$ cat src/rtl/oam_dma_ctrl.sv
// Sprite-DMA sequencer: stalls the 6502 core, copies one CPU page to the PPU OAM
// data port and otherwise passes the core's bus straight through.
//
// state | meaning
// IDLE  | no transfer, core owns the bus
// HALT  | dead cycle after the trigger write
// ALIGN | extra dead cycle when par is odd in HALT
// RD    | read source byte {page,idx}
// WR    | write latched byte to the OAM data port
module oam_dma_ctrl #(
  parameter logic [15:0] DMA_REG_ADDR  = 16'h4014,
  parameter logic [15:0] OAM_DATA_ADDR = 16'h2004
) (
  input  logic        clk,
  input  logic        rst,
  input  logic [15:0] cpu_addr,
  input  logic        cpu_read,
  input  logic        cpu_write,
  input  logic [7:0]  cpu_wdata,
  output logic        cpu_stall,
  output logic [15:0] bus_addr,
  output logic        bus_read,
  output logic        bus_write,
  output logic [7:0]  bus_wdata,
  input  logic [7:0]  bus_rdata,
  output logic        dma_active,
  output logic        dma_done
);

  typedef enum logic [2:0] {IDLE, HALT, ALIGN, RD, WR} state_t;

  state_t     state;
  state_t     state_nxt;
  logic [7:0] page;
  logic [7:0] idx;
  logic [7:0] latch;
  logic       par;
  logic       trig;
  logic       last_byte;

  assign trig      = cpu_write && (cpu_addr == DMA_REG_ADDR);
  assign last_byte = (idx == 8'hFF);

  always_ff @(posedge clk or negedge rst) begin
    if (!rst) begin
      state    <= IDLE;
      page     <= '0;
      idx      <= '0;
      latch    <= '0;
      par      <= 1'b0;
      dma_done <= 1'b0;
    end else begin
      state    <= state_nxt;
      par      <= ~par;
      dma_done <= (state == WR) && last_byte;
      if (state == IDLE && trig) begin
        page <= cpu_wdata;
        idx  <= '0;
      end
      if (state == RD) latch <= bus_rdata;
      // idx wraps within the page; the source never crosses into page+1
      if (state == WR && !last_byte) idx <= idx + 8'd1;
    end
  end

  always_comb begin
    state_nxt = state;
    bus_addr  = cpu_addr;
    bus_read  = 1'b0;
    bus_write = 1'b0;
    bus_wdata = 8'h00;
    case (state)
      IDLE: begin
        bus_read  = cpu_read;
        bus_write = cpu_write;
        bus_wdata = cpu_wdata;
        if (trig) state_nxt = HALT;
      end
      HALT:  state_nxt = par ? ALIGN : RD;
      ALIGN: state_nxt = RD;
      RD: begin
        bus_addr  = {page, idx};
        bus_read  = 1'b1;
        state_nxt = WR;
      end
      WR: begin
        bus_addr  = OAM_DATA_ADDR;
        bus_write = 1'b1;
        bus_wdata = latch;
        state_nxt = last_byte ? IDLE : RD;
      end
      default: state_nxt = IDLE;
    endcase
  end

  assign dma_active = (state != IDLE);
  assign cpu_stall  = dma_active;

endmodule

$ cat config.mk
export PLATFORM = sky130hd
export DESIGN_NAME = oam_dma_ctrl
export DESIGN_NICKNAME = d
export VERILOG_FILES = /design/src/rtl/oam_dma_ctrl.sv
export SDC_FILE = /design/constraint.sdc
export NUM_CORES = 1
export LEC_CHECK = 0
export CAP_MARGIN = 15
export CORE_ASPECT_RATIO = 1.5
export CORE_MARGIN = 2
export CORE_UTILIZATION = 35
export CTS_CLUSTER_SIZE = 14
export DETAILED_ROUTE_END_ITERATION = 7
export DONT_BUFFER_PORTS = 1
export MAX_ROUTING_LAYER = met4
export PLACE_DENSITY_LB_ADDON = 0.12
export SETUP_SLACK_MARGIN = 0.1
export SLEW_MARGIN = 20
export SYNTH_ARGS = -nofsm -noshare
export SYNTH_HDL_FRONTEND = slang
export SYNTH_SLANG_ARGS = --single-unit
$ cat constraint.sdc
create_clock -name clk -period 1.6 [get_ports clk]
set_input_delay 0.08 -clock clk [delete_from_list [all_inputs] [get_ports clk]]
set_output_delay 0.08 -clock clk [all_outputs]
set_load 0.02 [all_outputs]
==> reports/results.tsv, run 1 <==
stage	metric	value	unit
synth	Syn Nets	181	
synth	mapped cell area	0.00158	sq mm
routing	antenna viol nets, final	0	
timing	final worst slack	-90.5	ps
clock_tree	Worst-path clk slew	70	ps
synth	Synth area leaders	dfrtp_1 (46%), a22o_1 (12%), mux2_2 (10%), nand2_1 (2.4%), buf_2 (2.2%)	
cells_and_area	fraction of layout cells with a size suffix above 1	49.5	%
routing	drt drc	4	
floorplan	Site Rows	29	
cells_and_area	Final Util	55.8	%
floorplan	die height	86.3	microns
outcome	outcome	complete, but fails checks	
place	routability cong.	0.904	
timing	Worst Tran Pin Value	411	ps
synth	post-synthesis async set-or-reset flop share	100	%
timing	final hold violation count	0	
floorplan	overall die area	0.00508	sq mm
power	maximum vdd drop	0.000729	V
critical_path	worst flop-to-flop path endpoint	page[7]	
synth	Yosys cell types	38	
critical_path	worst-path maximum fanout	8	
synth	Post-synth EDFFs	0	
clock_tree	Max Root-Sink Buffers	2	
critical_path	Crit path required time	1520	ps
clock_tree	Root Driver	clkbuf_8	
synth	ys flop type	dfrtp_1	
global_routing	largest net degree at the start of global routing	30	
critical_path	CP Class	reg2out	
floorplan	I/O pin cnt	65	
routing	Total Routed Length	4730	microns
timing	fin crit period	1690	ps
global_routing	initial antenna violation count	0	
timing	Final Setup Violations	26	
synth	top cells by count, synth	dfrtp_1 (29), a22o_1 (22), mux2_2 (14)	
critical_path	critical path arrival	1610	ps
synth	Synth warnings	0	
critical_path	Reg2Reg Depth	6	
floorplan	core area	0.00428	sq mm
power	PD cells	1920	mW/mm^2
floorplan	Die Width	58.9	microns
routing	1st-pass router iterations	6	
critical_path	Worst setup SP type	register	
power	Design Power	0.00459	W
synth	count leader, synth	dfrtp_1	
place	HPWL Detailed	3350	microns
clock_tree	Num CTS Buffers	5	
timing	period utilization	106	%
routing	vias post-DR	1348	
global_routing	number of global-route vias before repair	1474	
cells_and_area	number of diodes	0	
clock_tree	TritonCTS Sinks	29	
global_routing	gr usage total	20.5	%
power	P_leak	1.08	nW
cells_and_area	Fill cells	355	
critical_path	crit end category	output pin	
synth	Syn Inst Count	144	
cells_and_area	Layout Nets	226	
synth	register bit total from synthesis	29	
routing	DR WL/cell	20.0	microns
timing	Min Hold Slack	227	ps
floorplan	Initial Util	36.9	%
outcome	violated checks	design-rule violations, negative setup slack	
routing	DRT iter0 DRCs	41	
synth	post-synthesis sequential area ratio	45.9	%
synth	post-synth top area share	45.9	%
clock_tree	CTS tree	yes	
global_routing	gr ovfl total	0	
place	Buffers on Ports	0	
clock_tree	Clock Latency Late Sink	290	ps
hold_path	Worst Hold Class	in2async	
synth	post-synth top area cell	dfrtp_1	
timing	Final Skew	7.91	ps
critical_path	Worst R2R Setup Slack	-10	ps
timing	TNS Setup	-1120	ps
timing	RSZ-0062 raised after global routing	true	
timing	FMAX	592	MHz
timing	Slew headroom	72.4	%
synth	syn avg cell area	11.0	sq um
clock_tree	CTS H-tree lvls	2	
timing	max-slew violation count	0	
critical_path	reg2reg start	state[1]	
global_routing	global-route wire length before repair	7460	microns
routing	DR vias/cell	5.71	
flow_run	number of max-cap violations	0	
cells_and_area	Area growth, synth to finish	51.3	%
[where the power goes]
group	total, W	switching (W)	leakage, nW	internal, W
Combinational	0.00267	0.00140	0.683	0.00127
Clock	0.000802	0.000296	0.0574	0.000506
Sequential	0.00112	0.000182	0.339	0.000940
[how the worst max path moves through the flow]
stage / endpoint / start / slack (ps) / cells after the start
3_5_place_dp: page[6] / state[0] / 50 / 4
4_1_cts: bus_addr[2] / state[1] / -80 / 8
6_report: bus_addr[2] / state[2] / -90 / 7
2_1_floorplan: page[0] / state[1] / 30 / 6
3_3_place_gp: page[2] / state[0] / 80 / 4
5_1_grt: bus_addr[2] / state[0] / -150 / 8
[final cells by class]
cell class              count  area [sq um]  area share, %
multi-input cells         102          1010           42.2
flip-flops and latches     29           727           30.4
repair buffers             49           470           19.7
clock buffers               6          82.6           3.45
well taps                  46          57.6           2.41
clock inverters             2          37.5           1.57
inverters                   2          7.51          0.314
[state kept, by name, summed over array words and instances (netlist names)]
signal	cells
par	1
page	8
dma_done	1
latch	8
state	3
idx	8
[cell usage in the layout (no fill, tap or decap), types with 2 or more instances in the layout]
master and n:
dfrtp_1 28, a22o_4 20, buf_4 20, dlygate4sd3_1 17, mux2_2 14, nand2_1 9
buf_6 8, clkbuf_8 6, nand3_1 5, nor2_1 4, o21ai_0 3, o22ai_1 3
nor2_4 2, a22o_2 2, nand4_1 2, nor3_1 2, nor4_1 2, mux2_4 2
xor2_1 2, o21ai_2 2, or3_1 2, xnor2_1 2, a21oi_1 2, buf_12 2
[through the flow]
step	cell area (sq um)	setup slack [ps]	std cells
2_1_floorplan	1600	31.2	144
3_3_place_gp	1740	82.9	200
3_5_place_dp	1740	45.6	200
4_1_cts	2370	-76.2	234
5_1_grt	2390	-149	236
6_report	2390	-90.5	236
[critical path, cell delays in order, from the launching register on]
cell     delay (ps)
dfrtp_2         450
buf_4           170
nor2_4          140
buf_6           130
buf_6           140
nand2_1          60
o21ai_1          70
buf_4           150
[cells by family after synthesis]
kind of cell,synth area share [%]
AO/OA/AOI/OAI,20.0
XOR/XNOR,2.22
adder cells (fa/ha/maj),0.792
buffers and inverters,4.59
flip-flops,45.9
multiplexers,12.0
AND/OR/NAND/NOR,14.5
[routing by layer]
layer  up-vias  wire, microns  GRT usage, %
met1       655           1840          22.9
met4         0             74          6.82
met3         8            351          5.97
met2        51           2470          34.5
li1        634              -             -
met5         -              0             -
[timing repair]
| action | CTS | global route |
|---|---|---|
| hold buffers | 18 | 0 |
| resized for setup | 49 | 3 |
| cloned | 0 | 1 |
| endpoints found under the hold margin | 45 | 0 |
| setup endpoints to repair | 38 | 52 |
| buffers inserted | 8 | 1 |
| pin swaps | 8 | 6 |
(Power assumes the default switching activity.)
==> inputs of run 2 (changes only) <==
- SETUP_SLACK_MARGIN: 0.1 -> 0.05
==> reports/results.tsv, run 2 (synthesis results as in run 1) <==
stage	metric	value	unit	change
outcome	outcome	complete, but fails checks		unchanged
outcome	violated checks	design-rule violations, negative setup slack		unchanged
floorplan	Die Width	58.9	microns	unchanged
timing	Final Setup Violations	28		was 26
cells_and_area	largest registers	idx x8, latch x8, page x8		unchanged
routing	drt drc	4		unchanged
critical_path	Slowest cell on crit path	dfrtp_1		was dfrtp_2
cells_and_area	fraction of layout cells with a size suffix above 1	48.4	%	was 49.5%
place	pre-CTS setup slack	45.6	ps	unchanged
timing	RSZ-0062 raised after global routing	true		unchanged
routing	antenna viol nets, final	0		unchanged
timing	period utilization	106	%	about the same
cells_and_area	register area	727	sq um	unchanged
cells_and_area	area occupied by multi-input gates	0.00101	sq mm	about the same
hold_path	Worst Hold Class	in2async		unchanged
clock_tree	Max Root-Sink Buffers	2		unchanged
floorplan	I/O pin cnt	65		unchanged
cells_and_area	most common cell after layout, fill and taps aside	dfrtp_1		unchanged
timing	Slew headroom	73.6	%	was 72.4%
floorplan	overall die area	0.00508	sq mm	unchanged
power	switch share	41.3	%	was 41.0%
clock_tree	CTS tree	yes		unchanged
routing	DRT iter0 DRCs	41		unchanged
critical_path	Worst R2R Setup Slack	-30	ps	was -10 ps
critical_path	crit end category	output pin		unchanged
timing	Worst Tran Pin Value	393	ps	was 411 ps
critical_path	Crit path required time	1520	ps	about the same
global_routing	gr ovfl total	0		unchanged
floorplan	Initial Util	36.9	%	unchanged
critical_path	Crit path top cell by count	buf_6		
timing	Final Skew	8.30	ps	was 7.91 ps
place	Post-DP Area	0.00174	sq mm	unchanged
global_routing	gr usage total	20.3	%	was 20.5%
global_routing	initial antenna violation count	0		unchanged
power	PD cells	1910	mW/mm^2	was 1920 mW/mm^2
timing	fin crit period	1700	ps	was 1690 ps
flow_run	number of max-cap violations	0		unchanged
critical_path	critical path arrival	1620	ps	was 1610 ps
clock_tree	CTS H-tree lvls	2		unchanged
power	switching power total	0.00190	W	was 0.00188 W
timing	max-slew violation count	0		unchanged
routing	1st-pass router iterations	6		unchanged
timing	final worst slack	-96.9	ps	was -90.5 ps
timing	final hold violation count	0		unchanged
routing	DR vias/cell	5.81		was 5.71
global_routing	largest net degree at the start of global routing	30		unchanged
power	Pint	0.00270	W	was 0.00271 W
power	Seq pwr share	24.5	%	was 24.4%
power	P_leak	1.09	nW	was 1.08 nW
clock_tree	Root Driver	clkbuf_8		unchanged
place	DP Cell Count	200		unchanged
clock_tree	Num CTS Buffers	5		unchanged
routing	vias post-DR	1371		was 1,348
cells_and_area	Final Cell Area	0.00240	sq mm	was 0.00239 sq mm
cells_and_area	Layout Nets	226		unchanged
power	Logic pwr share	58.1	%	about the same
place	HPWL Detailed	3350	microns	unchanged
cells_and_area	final std cells w/o fill	236		unchanged
cells_and_area	Final Util	56.1	%	was 55.8%
global_routing	number of global-route vias before repair	1456		was 1,474
critical_path	worst path cell trace	buf_6, nor3b_4, nor2_2, buf_6, a22o_4		was buf_4, nor2_4, buf_6, buf_6, nand2_1, o21ai_1, buf_4
global_routing	global-route wire length before repair	7400	microns	was 7460 microns
cells_and_area	number of diodes	0		unchanged
clock_tree	TritonCTS Sinks	29		unchanged
timing	FMAX	589	MHz	was 592 MHz
cells_and_area	Area growth, synth to finish	52.0	%	was 51.3%
critical_path	CP Class	reg2out		unchanged
cells_and_area	Fill cells	360		was 355
routing	DR WL/cell	20.6	microns	was 20.0 microns
power	part of the power in the clock network	17.4	%	was 17.5%
place	routability cong.	0.904		unchanged
critical_path	Reg2Reg Depth	6		unchanged
power	maximum vdd drop	0.000875	V	was 0.000729 V
floorplan	Site Rows	29		unchanged
clock_tree	Worst-path clk slew	70	ps	about the same
clock_tree	Clock Latency Late Sink	280	ps	was 290 ps
routing	Total Routed Length	4850	microns	was 4730 microns
critical_path	CP peak stage delay	400	ps	was 450 ps
floorplan	core area	0.00428	sq mm	unchanged
cells_and_area	most frequent cells in the layout	dfrtp_1 (28), a22o_4 (21), buf_4 (19), dlygate4sd3_1 (17), mux2_2 (13)		was dfrtp_1 (28), a22o_4 (20), buf_4 (20), dlygate4sd3_1 (17), mux2_2 (14)
floorplan	die height	86.3	microns	unchanged
place	Buffers on Ports	0		unchanged
critical_path	worst-path maximum fanout	7		was 8
critical_path	Worst setup SP type	register		unchanged
-- run 2: worst paths after layout --
check                       startpoint            to
max                           state[1]  bus_addr[10]
min                                rst        idx[7]
max reg2reg                   state[1]       page[7]
min reg2reg                        par           par
max in group asynchronous          rst      state[2]
min in group clk           cpu_addr[7]   bus_addr[7]
-- run 2: timing repair --
item                                    CTS  global route
endpoints found under the hold margin    45             0
cloned                                    0             1
pin swaps                                 7             8
hold buffers                             18             0
setup buffers                             7             2
gates resized for setup                  39            16
endpoints found under the setup margin   31            42
-- run 2: per-stage QoR --
stage / total power [W] / hold WS (ps) / TNS [ps]
detailed placement: 0.00309 / -214 / 0
global placement: 0.00306 / -215 / 0
global route: 0.00484 / 250 / -3230
CTS: 0.00443 / 242 / -977
finish: 0.00460 / 235 / -1840
floorplan: 0.00264 / -216 / 0
-- run 2: per-layer routing --
metal / share of wire, % / up-vias / global-route usage, %
met5: 0 / - / -
met4: 1.0 / 0 / 6.82
met3: 7.2 / 7 / 6.27
met2: 54 / 52 / 33.8
met1: 37 / 677 / 22.8
li1: - / 635 / -
-- run 2: cell type report --
type	instances	share of cell area, %
Timing Repair Buffer	49	19.9
Inverter	2	0.313
Clock inverter	2	1.56
Tap cell	46	2.40
Sequential cell	29	30.3
Multi-Input combinational cell	102	42.1
Clock buffer	6	3.44
-- run 2: power groups by stage --
stage / logic [W] / registers [W] / clock network (W)
2_1_floorplan: 0.00158 / 0.00105 / 0
3_3_place_gp: 0.00197 / 0.00109 / 0
3_5_place_dp: 0.00198 / 0.00111 / 0
4_1_cts: 0.00252 / 0.00110 / 0.000818
5_1_grt: 0.00284 / 0.00115 / 0.000843
6_report: 0.00267 / 0.00113 / 0.000800
-- run 2: critical path, delay by kind of cell (launching register included) --
family | cells | cell delay (ps)
compound gates | 1 | 250
buf+inv | 2 | 300
flops | 1 | 400
simple gates | 2 | 380
